--- src/rtl/gouram_timing_pkg.sv ---
// Shared types and constants for the trace timing resolver: FSM states,
// the default-width timing record and the "no time available" marker.
package gouram_timing_pkg;

  localparam int REC_DATA_WIDTH = 32;
  localparam int NO_TIME        = -1;

  typedef enum logic [1:0] {
    ST_IDLE,
    ST_ARM,
    ST_WAIT,
    ST_PUSH
  } resolver_state_e;

  typedef struct packed {
    logic [REC_DATA_WIDTH-1:0]        addr;
    logic signed [REC_DATA_WIDTH-1:0] start_time;
    logic signed [REC_DATA_WIDTH-1:0] end_time;
    logic                             found;
  } timing_rec_t;

endpackage

--- src/rtl/signal_tracker_if.sv ---
// Connection to the downstream signal_tracker; time_test is the view of the
// block that asks for timing answers, tracker is the view of the tracker itself.
interface signal_tracker_if #(
  parameter int DATA_WIDTH = 32
);

  logic [DATA_WIDTH-1:0]        counter;
  logic                         recalculate_time;
  logic [7:0]                   value_in;
  logic                         data_valid;
  logic signed [DATA_WIDTH-1:0] time_out [2];

  modport time_test (
    output counter, recalculate_time, value_in,
    input  data_valid, time_out
  );

  modport tracker (
    input  counter, recalculate_time, value_in,
    output data_valid, time_out
  );

endinterface

--- src/rtl/trace_record_fifo.sv ---
// Small synchronous FIFO of resolved timing records; accepts a push while full
// only when a pop happens in the same cycle, so nothing is ever overwritten.
module trace_record_fifo #(
  parameter int  DEPTH = 4,
  parameter type rec_t = logic [7:0]
) (
  input  logic clk,
  input  logic rst_n,
  input  logic push,
  input  logic pop,
  input  rec_t wdata,
  output rec_t rdata,
  output logic full,
  output logic empty
);

  localparam int PW = (DEPTH > 1) ? $clog2(DEPTH) : 1;

  rec_t          mem_q [DEPTH];
  rec_t          mem_d [DEPTH];
  logic [PW-1:0] wr_ptr_q, wr_ptr_d;
  logic [PW-1:0] rd_ptr_q, rd_ptr_d;
  logic [PW:0]   count_q, count_d;
  logic          do_push, do_pop;

  assign full    = (count_q == (PW+1)'(DEPTH));
  assign empty   = (count_q == '0);
  assign do_pop  = pop && !empty;
  assign do_push = push && (!full || do_pop);
  assign rdata   = mem_q[rd_ptr_q];

  // Pointers wrap naturally because DEPTH is a power of two.
  always_comb begin
    mem_d    = mem_q;
    wr_ptr_d = wr_ptr_q;
    rd_ptr_d = rd_ptr_q;
    count_d  = count_q;
    if (do_push) begin
      mem_d[wr_ptr_q] = wdata;
      wr_ptr_d        = wr_ptr_q + PW'(1);
    end
    if (do_pop) begin
      rd_ptr_d = rd_ptr_q + PW'(1);
    end
    if (do_push && !do_pop) begin
      count_d = count_q + (PW+1)'(1);
    end else if (!do_push && do_pop) begin
      count_d = count_q - (PW+1)'(1);
    end
  end

  always_ff @(posedge clk or negedge rst_n) begin
    if (!rst_n) begin
      for (int i = 0; i < DEPTH; i++) begin
        mem_q[i] <= '0;
      end
      wr_ptr_q <= '0;
      rd_ptr_q <= '0;
      count_q  <= '0;
    end else begin
      mem_q    <= mem_d;
      wr_ptr_q <= wr_ptr_d;
      rd_ptr_q <= rd_ptr_d;
      count_q  <= count_d;
    end
  end

endmodule

--- src/rtl/trace_timing_resolver.sv ---
// Turns timing queries into tracker requests and queues one record per query
// holding the tracker's start/end answer, or NO_TIME on timeout or empty window.
module trace_timing_resolver
  import gouram_timing_pkg::*;
#(
  parameter int BUFFER_WIDTH   = 8,
  parameter int DATA_WIDTH     = 32,
  parameter int FIFO_DEPTH     = 4,
  parameter int TIMEOUT_CYCLES = 16
) (
  input  logic                         clk,
  input  logic                         rst_n,
  input  logic                         event_valid,
  output logic                         event_ready,
  input  logic [DATA_WIDTH-1:0]        event_addr,
  input  logic [7:0]                   event_cycles_back,
  output logic [DATA_WIDTH-1:0]        counter,
  output logic                         recalculate_time,
  output logic [7:0]                   value_in,
  input  logic                         trk_data_valid,
  input  logic signed [DATA_WIDTH-1:0] trk_time_start,
  input  logic signed [DATA_WIDTH-1:0] trk_time_end,
  output logic                         rec_valid,
  input  logic                         rec_ready,
  output logic [DATA_WIDTH-1:0]        rec_addr,
  output logic signed [DATA_WIDTH-1:0] rec_start,
  output logic signed [DATA_WIDTH-1:0] rec_end,
  output logic                         rec_found
);

  localparam int TW = $clog2(TIMEOUT_CYCLES + 1);
  localparam logic [DATA_WIDTH-1:0] NO_TIME_W = DATA_WIDTH'(NO_TIME);

  // Same field layout as timing_rec_t, sized by DATA_WIDTH.
  typedef struct packed {
    logic [DATA_WIDTH-1:0]        addr;
    logic signed [DATA_WIDTH-1:0] start_time;
    logic signed [DATA_WIDTH-1:0] end_time;
    logic                         found;
  } rec_t;

  resolver_state_e       state_q, state_d;
  logic [DATA_WIDTH-1:0] counter_q, counter_d;
  logic [7:0]            value_in_q, value_in_d;
  logic [TW-1:0]         timer_q, timer_d;
  rec_t                  rec_q, rec_d;
  logic                  recalc_q, recalc_d;
  logic                  ready_q, ready_d;
  logic [7:0]            window_clamped;
  logic                  fifo_push, fifo_pop, fifo_full, fifo_empty;
  rec_t                  head_rec;

  signal_tracker_if #(.DATA_WIDTH(DATA_WIDTH)) trk_if ();

  assign trk_if.counter          = counter_q;
  assign trk_if.recalculate_time = recalc_q;
  assign trk_if.value_in         = value_in_q;
  assign trk_if.data_valid       = trk_data_valid;
  assign trk_if.time_out[0]      = trk_time_start;
  assign trk_if.time_out[1]      = trk_time_end;

  assign counter          = trk_if.counter;
  assign recalculate_time = trk_if.recalculate_time;
  assign value_in         = trk_if.value_in;
  assign event_ready      = ready_q;

  always_comb begin
    if (32'(event_cycles_back) > 32'(BUFFER_WIDTH)) begin
      window_clamped = 8'(BUFFER_WIDTH);
    end else begin
      window_clamped = event_cycles_back;
    end
  end

  // ARM lets the tracker drop its stale data_valid, so only WAIT listens to it.
  always_comb begin
    state_d    = state_q;
    counter_d  = counter_q + DATA_WIDTH'(1);
    value_in_d = value_in_q;
    timer_d    = timer_q;
    rec_d      = rec_q;
    fifo_push  = 1'b0;
    unique case (state_q)
      ST_IDLE: begin
        if (event_valid && ready_q) begin
          rec_d.addr = event_addr;
          value_in_d = window_clamped;
          timer_d    = '0;
          if (event_cycles_back == 8'd0) begin
            rec_d.start_time = NO_TIME_W;
            rec_d.end_time   = NO_TIME_W;
            rec_d.found      = 1'b0;
            state_d          = ST_PUSH;
          end else begin
            state_d = ST_ARM;
          end
        end
      end
      ST_ARM: begin
        timer_d = '0;
        state_d = ST_WAIT;
      end
      ST_WAIT: begin
        if (trk_if.data_valid) begin
          rec_d.start_time = trk_if.time_out[0];
          rec_d.end_time   = trk_if.time_out[1];
          rec_d.found      = 1'b1;
          state_d          = ST_PUSH;
        end else if (timer_q == TW'(TIMEOUT_CYCLES - 1)) begin
          rec_d.start_time = NO_TIME_W;
          rec_d.end_time   = NO_TIME_W;
          rec_d.found      = 1'b0;
          state_d          = ST_PUSH;
        end else begin
          timer_d = timer_q + TW'(1);
        end
      end
      ST_PUSH: begin
        if (!fifo_full || fifo_pop) begin
          fifo_push = 1'b1;
          state_d   = ST_IDLE;
        end
      end
      default: state_d = ST_IDLE;
    endcase
    recalc_d = (state_d == ST_ARM) || (state_d == ST_WAIT);
    ready_d  = (state_d == ST_IDLE);
  end

  always_ff @(posedge clk or negedge rst_n) begin
    if (!rst_n) begin
      state_q    <= ST_IDLE;
      counter_q  <= '0;
      value_in_q <= '0;
      timer_q    <= '0;
      rec_q      <= '0;
      recalc_q   <= 1'b0;
      ready_q    <= 1'b1;
    end else begin
      state_q    <= state_d;
      counter_q  <= counter_d;
      value_in_q <= value_in_d;
      timer_q    <= timer_d;
      rec_q      <= rec_d;
      recalc_q   <= recalc_d;
      ready_q    <= ready_d;
    end
  end

  assign fifo_pop = !fifo_empty && rec_ready;

  trace_record_fifo #(
    .DEPTH (FIFO_DEPTH),
    .rec_t (rec_t)
  ) u_fifo (
    .clk   (clk),
    .rst_n (rst_n),
    .push  (fifo_push),
    .pop   (fifo_pop),
    .wdata (rec_q),
    .rdata (head_rec),
    .full  (fifo_full),
    .empty (fifo_empty)
  );

  assign rec_valid = !fifo_empty;
  assign rec_addr  = head_rec.addr;
  assign rec_start = head_rec.start_time;
  assign rec_end   = head_rec.end_time;
  assign rec_found = head_rec.found;

endmodule

--- config.mk ---
export PLATFORM = sky130hd
export DESIGN_NAME = trace_timing_resolver
export DESIGN_NICKNAME = d
export VERILOG_FILES = /design/src/rtl/gouram_timing_pkg.sv /design/src/rtl/signal_tracker_if.sv /design/src/rtl/trace_record_fifo.sv /design/src/rtl/trace_timing_resolver.sv
export SDC_FILE = /design/constraint.sdc
export NUM_CORES = 1
export LEC_CHECK = 0
export CAP_MARGIN = 20
export CORE_UTILIZATION = 55
export DETAILED_ROUTE_END_ITERATION = 8
export PLACE_DENSITY = 0.84
export SLEW_MARGIN = 20
export SYNTH_ARGS = -nofsm -noshare
export SYNTH_HDL_FRONTEND = slang
export SYNTH_SLANG_ARGS = --single-unit
--- constraint.sdc ---
create_clock -name clk -period 3.8 [get_ports clk]
set_input_delay 0.76 -clock clk [delete_from_list [all_inputs] [get_ports clk]]
set_output_delay 0.76 -clock clk [all_outputs]
set_load 0.02 [all_outputs]
==> qor.yml <==
status: "finished, final reports clean"
postSynthCellCount: 1387
drt_iter0_markers: 642
power_leakage_nw: 12.2
min_period_over_period_pct: 90.1
crit_fanout: 50
die_w_um: 205
io-pin-count: 249
critical_path_arrival_ps: 2660
power.density_nw_per_um2: 940
start_util_pct: 55.7
fmax_mhz: 292
wire_per_inst_um: 21.8
grt-ovfl-total: 0
cts_setup_buffers: 0
worstSetupPathType: "reg -> out"
syn_nets: 1506
final_nets: 1758
grtUsageMet2_pct: 40.8
grt_pass1_vias: 14200
antenna_found_initial: 1
stdcell_area_um2: 27800
synth_ff_type: "dfrtp_1"
clk_path_buf_depth: 3
r2r_start: "u_fifo.count_q[0]"
yosysTopAreaCell: "dfrtp_1"
cts_tree: "yes"
dr.pass1.iters: 4
slew_violations: 0
grt_max_degree: 91
crit_path_cell_trace: "buf_12 > mux4_2 > clkdlybuf4s50_1"
ir_drop_uv: 641
hold_class: "in -> async"
syn_avg_cell_area_um2: 16.3
most-common-layout-cells: "538 x dfrtp_1, 418 x mux2_2, 247 x clkdlybuf4s50_1, 97 x mux4_2, 64 x o22a_1"
synthesis.area_um2: 22700
worst_pin_slew_ps: 835
hold_viol_final: 0
final_common_cell: "dfrtp_1"
root_buffer: "clkbuf_16"
routed_wl_um: 48400
ys_seq_area_share_pct: 59.7
clk_latency_ps: 600
vias_per_cell: 5.82
maxCapViolations: 0
synth_edf_count: 0
async_flop_share_pct: 100
skew_ps: 12.8
reg2reg_setup_slack_ps: 1530
vias: 12900
numCtsBuffers: 54
rows: 74
worst_r2r_endpoint: "u_fifo.mem_q[146]"
grt_use_met1_pct: 29.5
clkSlewWorstSetupHoldPaths_ps: 60
synth.distinct_cells: 45
worst_setup_path_end_kind: "primary output"
grt-busiest-layer: "met2"
cts_sinks: 541
ys_ff_latch: 541
place_congestion: 0.726
rsz0062_at_grt: "no"
core_region_area_um2: 40700
required_ps: 3040
maxSlewHeadroom_pct: 44.2
reg2regPathDepth: 5
io_buffer_count: 248
cpMaxStageDelayCell: "dfrtp_4"
tns_ps: 0
nFillCells: 2695
critPathMaxStageDelay_ps: 690
fp.dieH_um: 205
synthTopCellsByArea: "dfrtp_1 60%, mux2_2 21%, mux4_2 9.6%"
fin_crit_ps: 3420
yosys_warnings: 0
use_met3_pct: 5.47
synth_top_cell_area_share_pct: 59.6
grt_use_total_pct: 23.6
cts-resized-gates: 0
drtAntennaViolNets: 0
htreeDepth: 2
drive_gt1_share_pct: 39.3
die-area_um2: 42000
hpwl_um: 29600
finalSetupViolCount: 0
area_growth_syn_to_layout_pct: 22.7
cp-start-kind: "flip-flop"
grt_pass1_wl_um: 77300
dpl_cell_area_um2: 25900
cts.hold.buffers_added: 0
post-route-drc-count: 0
==> critical path, delay by kind of cell (launching register included) <==
family   cells  cell delay, ps
buf+inv      2             960
mux          1             370
flops        1             690
==> power breakdown <==
part           internal (mW)  switching, mW
logic                   5.94           4.46
clock network           3.32           2.22
registers               8.42           1.80
total                   17.7           8.47
==> metal layers <==
metal  vias up  routed length [um]
li1       5652                   -
met1      6880               19700
met2       278               24900
met3        77                2750
met4         0                1050
met5         -                   0
==> how the worst max path moves through the flow <==
stage | start | end | slack (ps)
2_1_floorplan | u_fifo.rd_ptr_q[0] | rec_addr[23] | 1300
3_3_place_gp | rec_ready | u_fifo.mem_q[150] | 760
3_5_place_dp | rec_ready | u_fifo.mem_q[156] | 710
4_1_cts | u_fifo.rd_ptr_q[1] | rec_start[0] | 350
5_1_grt | u_fifo.rd_ptr_q[0] | rec_addr[21] | 320
6_report | u_fifo.rd_ptr_q[1] | rec_start[3] | 380
==> cell families (layout without fill, tap and decap cells) <==
kind of cell | Yosys count | count (layout) | share of synthesized area [%]
compound gates | 81 | 81 | 2.89
xor+xnor | 38 | 38 | 1.47
fa+ha+maj | 10 | 10 | 0.585
buf+inv | 102 | 396 | 2.22
flops | 541 | 541 | 59.7
mux | 518 | 518 | 30.5
other cells | 0 | 1 | 0
simple gates | 97 | 97 | 2.57
==> cell usage after synthesis, types with 9 or more instances <==
master	instances
ha_1	9
buf_4	16
dfrtp_1	540
inv_1	16
nand3_1	13
nor2_1	13
nand2_1	22
buf_2	43
xnor2_1	12
mux4_2	97
clkbuf_1	25
mux2_2	418
xor2_1	26
o22a_1	64
nor3_1	9
==> final cells by class <==
cell class	count	area [um^2]	area share (%)
Tap cell	532	666	2.39
Timing Repair Buffer	282	3010	10.8
Inverter	16	60.1	0.216
Sequential cell	541	13500	48.7
Multi-Input combinational cell	744	8660	31.2
Clock buffer	75	1590	5.73
Clock inverter	23	272	0.976
Antenna cell	1	2.50	0.00900
==> through the flow <==
step / power, mW / hold slack, ps / setup WS (ps) / cells / utilization [%]
2_1_floorplan: 16.6 / 448 / 1300 / 1387 / -
3_3_place_gp: 20.2 / 457 / 764 / 2115 / 63.7
3_5_place_dp: 20.7 / 471 / 713 / 2115 / 63.7
4_1_cts: 26.4 / 210 / 345 / 2213 / 68.3
5_1_grt: 27.5 / 256 / 319 / 2214 / 68.3
6_report: 26.1 / 198 / 376 / 2214 / 68.3
==> sequential cells by signal, summed over array words and instances, names as in the netlist, 3 cells and up <==
signal          flops
u_fifo.count_q      3
counter            32
rec_q              97
u_fifo.mem_q      388
timer_q             5
value_in            8
(Power assumes the default switching activity.)
==> RTL change 1, RTL diff (same flow settings) <==
`FIFO_DEPTH`: 4 -> 2.
--- a/src/rtl/trace_timing_resolver.sv
+++ b/src/rtl/trace_timing_resolver.sv
@@ -5,7 +5,7 @@
 #(
   parameter int BUFFER_WIDTH   = 8,
   parameter int DATA_WIDTH     = 32,
-  parameter int FIFO_DEPTH     = 4,
+  parameter int FIFO_DEPTH     = 2,
   parameter int TIMEOUT_CYCLES = 16
 ) (
   input  logic                         clk,
Check against the original RTL: not settled (the Yosys comparison gave no result); the edit may change what the design does.
==> RTL change 1 against the original RTL <==
Sequential power shrank 39%; global-route usage grew 0.41 points; wire length shrank 35%; worst setup slack gained 0.090 ns; total power shrank 37%; count of clock-buffer cells in the layout shrank 25; final area shrank 34%; synthesized area shrank 37%; sequential cell count shrank 197.
==> RTL change 1: results (changes against the original RTL) <==
Setup path
  – Worst reg2reg setup slack: 1.64 ns (was 1.53 ns)
  – Worst Setup EP: rec_start[22] (was rec_start[3])
  – Reg2Reg Capture Point: u_fifo.mem_q[52] (was u_fifo.mem_q[146])
  – Arr. time, crit path: 2.57 ns (was 2.66 ns)
  – Start point of the critical path: u_fifo.rd_ptr_q (was u_fifo.rd_ptr_q[1])

Logic synthesis
  – Top cells by count, synth: dfrtp_1, mux2_2, nand2_1 (was dfrtp_1, mux2_2, mux4_2)
  – Post-synth ARST share: 100% (unchanged)
  – Distinct cells, synth: 46 (was 45)
  – Syn Nets: 1,130 (was 1,506)
  – Mapped Cells: 1,016 (was 1,387)
  – Part of the Yosys area used for sequential elements: 60.0% (was 59.7%)
  – Synth top area cells: dfrtp_1, mux2_2, o22a_1 (was dfrtp_1, mux2_2, mux4_2)

Finish
  – Synthesis-to-finish area growth: 28.0% (was 22.7%)
  – Ant diodes: 0 (was 1)
  – FILL cells: 1,725 (was 2,695)
  – Layout Nets: 1,372 (was 1,758)
  – Share of layout cells above drive strength 1: 29.4% (was 39.3%)
  – Max reg flops: 194 (was 388)

Global routing
  – Number of global-route vias before repair: 9,807 (was 14,200)
  – Gr usage total: 24.0% (was 23.6%)
  – Largest net degree at the start of global routing: 88 (was 91)
  – First-pass GRT wire length: 50,700 um (was 77,300 um)
  – Initial antenna violation count: 0 (was 1)

Run status
  – Status: completed (unchanged)

Route
  – Via count: 8,899 (was 12,900)
  – Final WL: 31,300 um (was 48,400 um)
  – First DRT Iteration DRCs: 420 (was 642)
  – Drt pass-1 iters: 5 (was 4)
  – Post-DR wirelength/cell: 19.4 um (was 21.8 um)

Power
  – IR drop worst, VDD: 0.552 mV (was 0.641 mV)
  – Internal: 0.0111 W (was 0.0177 W)
  – Leakage: 7.86 nW (was 12.2 nW)

Placed design
  – Post-DP HPWL: 19,900 um (was 29,600 um)
  – Cell Area, Placed: 0.0171 mm^2 (was 0.0259 mm^2)
  – Worst slack, placed: 0.935 ns (was 0.713 ns)
  – Dpl cells: 1,550 (was 2,115)
  – Gpl congestion: 0.784 (was 0.726)

STA
  – Final hold slack: 0.205 ns (was 0.198 ns)
  – Final setup margin: 0.466 ns (was 0.376 ns)
  – Skew final: 0.0128 ns (about the same)
  – Max_slew headroom: 57.6% (was 44.2%)

CTS
  – Cts bufs inserted: 36 (was 54)
  – Worst-skew pair later-pin latency: 0.51 ns (was 0.60 ns)
[RTL change 1: cell count changes after synthesis, sizes merged, moves of 7 or more]
cell	delta
dfrtp	-197
mux2	-129
nand2	+98
mux4	-97
buf	-27
nor2	-7
[RTL change 1: power by group through the flow]
stage | Sequential [W] | Clock [W] | Combinational [W]
after detailed placement | 0.00623 | 0 | 0.00669
after floorplan | 0.00581 | 0 | 0.00451
after CTS | 0.00620 | 0.00370 | 0.00676
final | 0.00620 | 0.00363 | 0.00668
after global routing | 0.00639 | 0.00386 | 0.00712
after global placement | 0.00614 | 0 | 0.00655
[RTL change 1: per-layer routing]
layer  track usage, %  part of all wire, %  vias to the layer above
met5                0                    0                        -
met4             6.61                  2.1                        0
met3             4.75                  5.7                       57
met2             40.0                   49                      238
met1             32.1                   44                     4520
li1                 -                    -                     4084
[RTL change 1: worst min path at each step]
stage | from | to | cells past startpoint
floorplan | timer_q[3] | timer_q[3] | 1
global placement | counter[31] | counter[31] | 1
detailed placement | counter[31] | counter[31] | 1
CTS | rst_n | u_fifo.mem_q[10] | 1
global route | rst_n | u_fifo.mem_q[110] | 1
finish | rst_n | u_fifo.mem_q[110] | 1
[RTL change 1: cell families after synthesis]
logic type / synth area share [%]
muxes: 23.4
buffers and inverters: 3.00
DFF: 60.0
adders and majority gates: 0.436
AOI/OAI and AO/OA: 5.07
xor gates and xnor gates: 2.07
and+or+nand+nor: 6.02
[RTL change 1: cell type report]
type	count	share of cell area, %
Clock buffer	50	5.52
Clock inverter	16	1.17
Inverter	13	0.266
Multi-Input combinational cell	600	29.1
Sequential cell	344	46.9
Tap cell	330	2.25
Timing Repair Buffer	263	14.8
[RTL change 1: worst max-delay path, stage by stage, from the launching register on]
cell,delay (ns)
dfrtp_4,0.81
buf_12,0.30
mux2_2,0.36
clkdlybuf4s50_1,0.57
==> RTL change 2, RTL diff (same settings) <==
Made on the original files. The 4 states of `resolver_state_e` get a one-hot encoding in 4 bits.
--- a/src/rtl/gouram_timing_pkg.sv
+++ b/src/rtl/gouram_timing_pkg.sv
@@ -5,11 +5,11 @@
   localparam int REC_DATA_WIDTH = 32;
   localparam int NO_TIME        = -1;
 
-  typedef enum logic [1:0] {
-    ST_IDLE,
-    ST_ARM,
-    ST_WAIT,
-    ST_PUSH
+  typedef enum logic [3:0] {
+    ST_IDLE = 4'b0001,
+    ST_ARM  = 4'b0010,
+    ST_WAIT = 4'b0100,
+    ST_PUSH = 4'b1000
   } resolver_state_e;
 
   typedef struct packed {
Check against the original RTL: same outputs for any inputs over 4 cycles, from zero or initial values and one cycle with rst_n low; so few cycles prove little.
==> RTL change 2 against the original RTL <==
Sequential cell count increased by 2; die area grew 1.1%; global-route usage is 0.42 points higher; core utilization down 0.070 points; synthesized area rose by 1.1%; final cell count is 0.41% higher; worst setup slack gained 0.024 ns; final area is 0.35% higher; critical path type unchanged; count of clock-buffer cells in the layout up 8; via count is 1.3% higher; wire length increased by 2.2%.
Power is not compared: it rests on default switching activity, and its combinational part moved more than twofold at a synthesized area within 25%.
==> RTL change 2: results (changes against the original RTL) <==
Hold path
  – Worst Hold Class: primary input to async pin (unchanged)

Placed design
  – Post-DP HPWL: 30,200 um (was 29,600 um)
  – PortBufs: 248 (unchanged)
  – Gpl congestion: 0.751 (was 0.726)
  – Dpl cells: 2,117 (was 2,115)
  – Worst slack, placed: 0.499 ns (was 0.713 ns)

CTS
  – Cts bufs inserted: 55 (was 54)
  – CTS H-Tree Depth: 2 (unchanged)
  – Worst-skew pair later-pin latency: 0.60 ns (about the same)
  – Deepest clock path buffer count: 3 (unchanged)
  – CTS resizes: 0 (unchanged)
  – Clk slew on worst S/H paths: 0.06 ns (about the same)
  – Post CTS Setup Buffer Count: 0 (unchanged)
  – CTS Root Buffer Type: clkbuf_16 (unchanged)

Global routing
  – Gr usage total: 24.0% (was 23.6%)
  – Initial antenna violation count: 2 (was 1)
  – First-pass GRT wire length: 78,500 um (was 77,300 um)
  – Number of global-route vias before repair: 14,100 (was 14,200)
  – Met1 usage: 33.9% (was 29.5%)
  – GR Util met2: 37.7% (was 40.8%)
  – Met3 usage: 4.07% (was 5.47%)
  – Largest net degree at the start of global routing: 78 (was 91)

Logic synthesis
  – Distinct cells, synth: 49 (was 45)
  – Part of the Yosys area used for sequential elements: 59.3% (was 59.7%)
  – Post-synth ARST share: 100% (unchanged)
  – Synth top area cells: dfrtp_1, mux2_2, mux4_2 (unchanged)
  – YS warnings: 0 (unchanged)
  – Syn Nets: 1,512 (was 1,506)
  – Mapped Avg Cell Area: 16.4 um^2 (was 16.3 um^2)
  – Top cells by count, synth: dfrtp_1, mux2_2, mux4_2 (unchanged)

Power
  – Leakage: roughly 13 nW
  – IR drop worst, VDD: 0.402 mV

Setup path
  – Arr. time, crit path: 2.64 ns (was 2.66 ns)
  – Reg2Reg Capture Point: rec_q[14] (was u_fifo.mem_q[146])
  – Crit path max fanout: 51 (was 50)
  – Worst reg2reg setup slack: 1.06 ns (was 1.53 ns)
  – FF-to-FF path depth: 4 (was 5)
  – Worst R2R Start: state_q[3] (was u_fifo.count_q[0])

Route
  – First DRT Iteration DRCs: 610 (was 642)
  – Via count: 13,100 (was 12,900)
  – Drt pass-1 iters: 4 (unchanged)
  – Routed vias/inst: 5.87 (was 5.82)
  – Final WL: 49,400 um (was 48,400 um)

STA
  – Slew @ Worst Pin: 0.838 ns (was 0.835 ns)
  – Skew final: 0.0213 ns (was 0.0128 ns)

Finish
  – Share of layout cells above drive strength 1: 33.1% (was 39.3%)
  – Max reg flops: 388 (unchanged)
  – FILL cells: 2,771 (was 2,695)
  – Layout Nets: 1,760 (was 1,758)
  – Largest Register: u_fifo.mem_q (unchanged)

Run status
  – Status: completed (unchanged)
==> RTL change 2: cell type report <==
class | instances | share of cell area (%)
timing repair buffer | 277 | 10.6
tap | 532 | 2.39
sequential | 543 | 48.7
clock buffer | 83 | 5.85
clock inverter | 20 | 0.789
multi-input combinational | 749 | 31.4
inverter | 16 | 0.215
antenna | 3 | 0.0269
==> RTL change 2: report_power, final <==
part	switching, W	internal [W]
Sequential	0.000929	0.00665
Clock	0.00225	0.00324
Combinational	0.00139	0.00169
==> RTL change 2: worst max-delay path by stage <==
stage | from | end | slack, ns
after detailed placement | rec_ready | u_fifo.mem_q[255] | 0.50
after floorplan | rec_ready | u_fifo.count_q[1] | 1.29
after global routing | u_fifo.rd_ptr_q[0] | rec_addr[27] | 0.29
final | u_fifo.rd_ptr_q[0] | rec_start[0] | 0.40
after CTS | u_fifo.rd_ptr_q[0] | rec_start[0] | 0.34
after global placement | rec_ready | u_fifo.mem_q[226] | 0.58
==> RTL change 2: worst max-delay path, cell delays in order, from the launching register on <==
cell and delay (ns):
dfrtp_4 0.44, buf_12 0.38, mux4_2 0.63, clkdlybuf4s50_1 0.57
==> RTL change 2: metrics by stage <==
step / hold WS, ns / cell area [um^2] / util (%)
global placement: 0.468 / 26000 / 63.7
floorplan: 0.448 / 22900 / -
finish: 0.187 / 27900 / 68.2
global route: 0.216 / 27900 / 68.2
CTS: 0.184 / 27900 / 68.2
detailed placement: 0.475 / 26000 / 63.7
==> RTL change 2: cells by family (layout without fill, tap and decap cells) <==
group	Yosys count	after routing	share of synthesized area (%)
flip-flops	543	543	59.3
AO/OA/AOI/OAI	84	84	3.05
AND/OR/NAND/NOR	101	101	2.47
XOR/XNOR	36	36	1.38
multiplexers	519	519	30.7
adder cells (fa/ha/maj)	9	9	0.524
buffers and inverters	102	396	2.54
other	0	3	0
==> RTL change 2: per-layer routing <==
metal | part of all wire (%) | vias up | wire (um)
li1 | - | 5673 | -
met1 | 44 | 6963 | 21700
met2 | 49 | 329 | 24100
met3 | 4.7 | 88 | 2310
met4 | 2.7 | 0 | 1360
met5 | 0 | - | 0
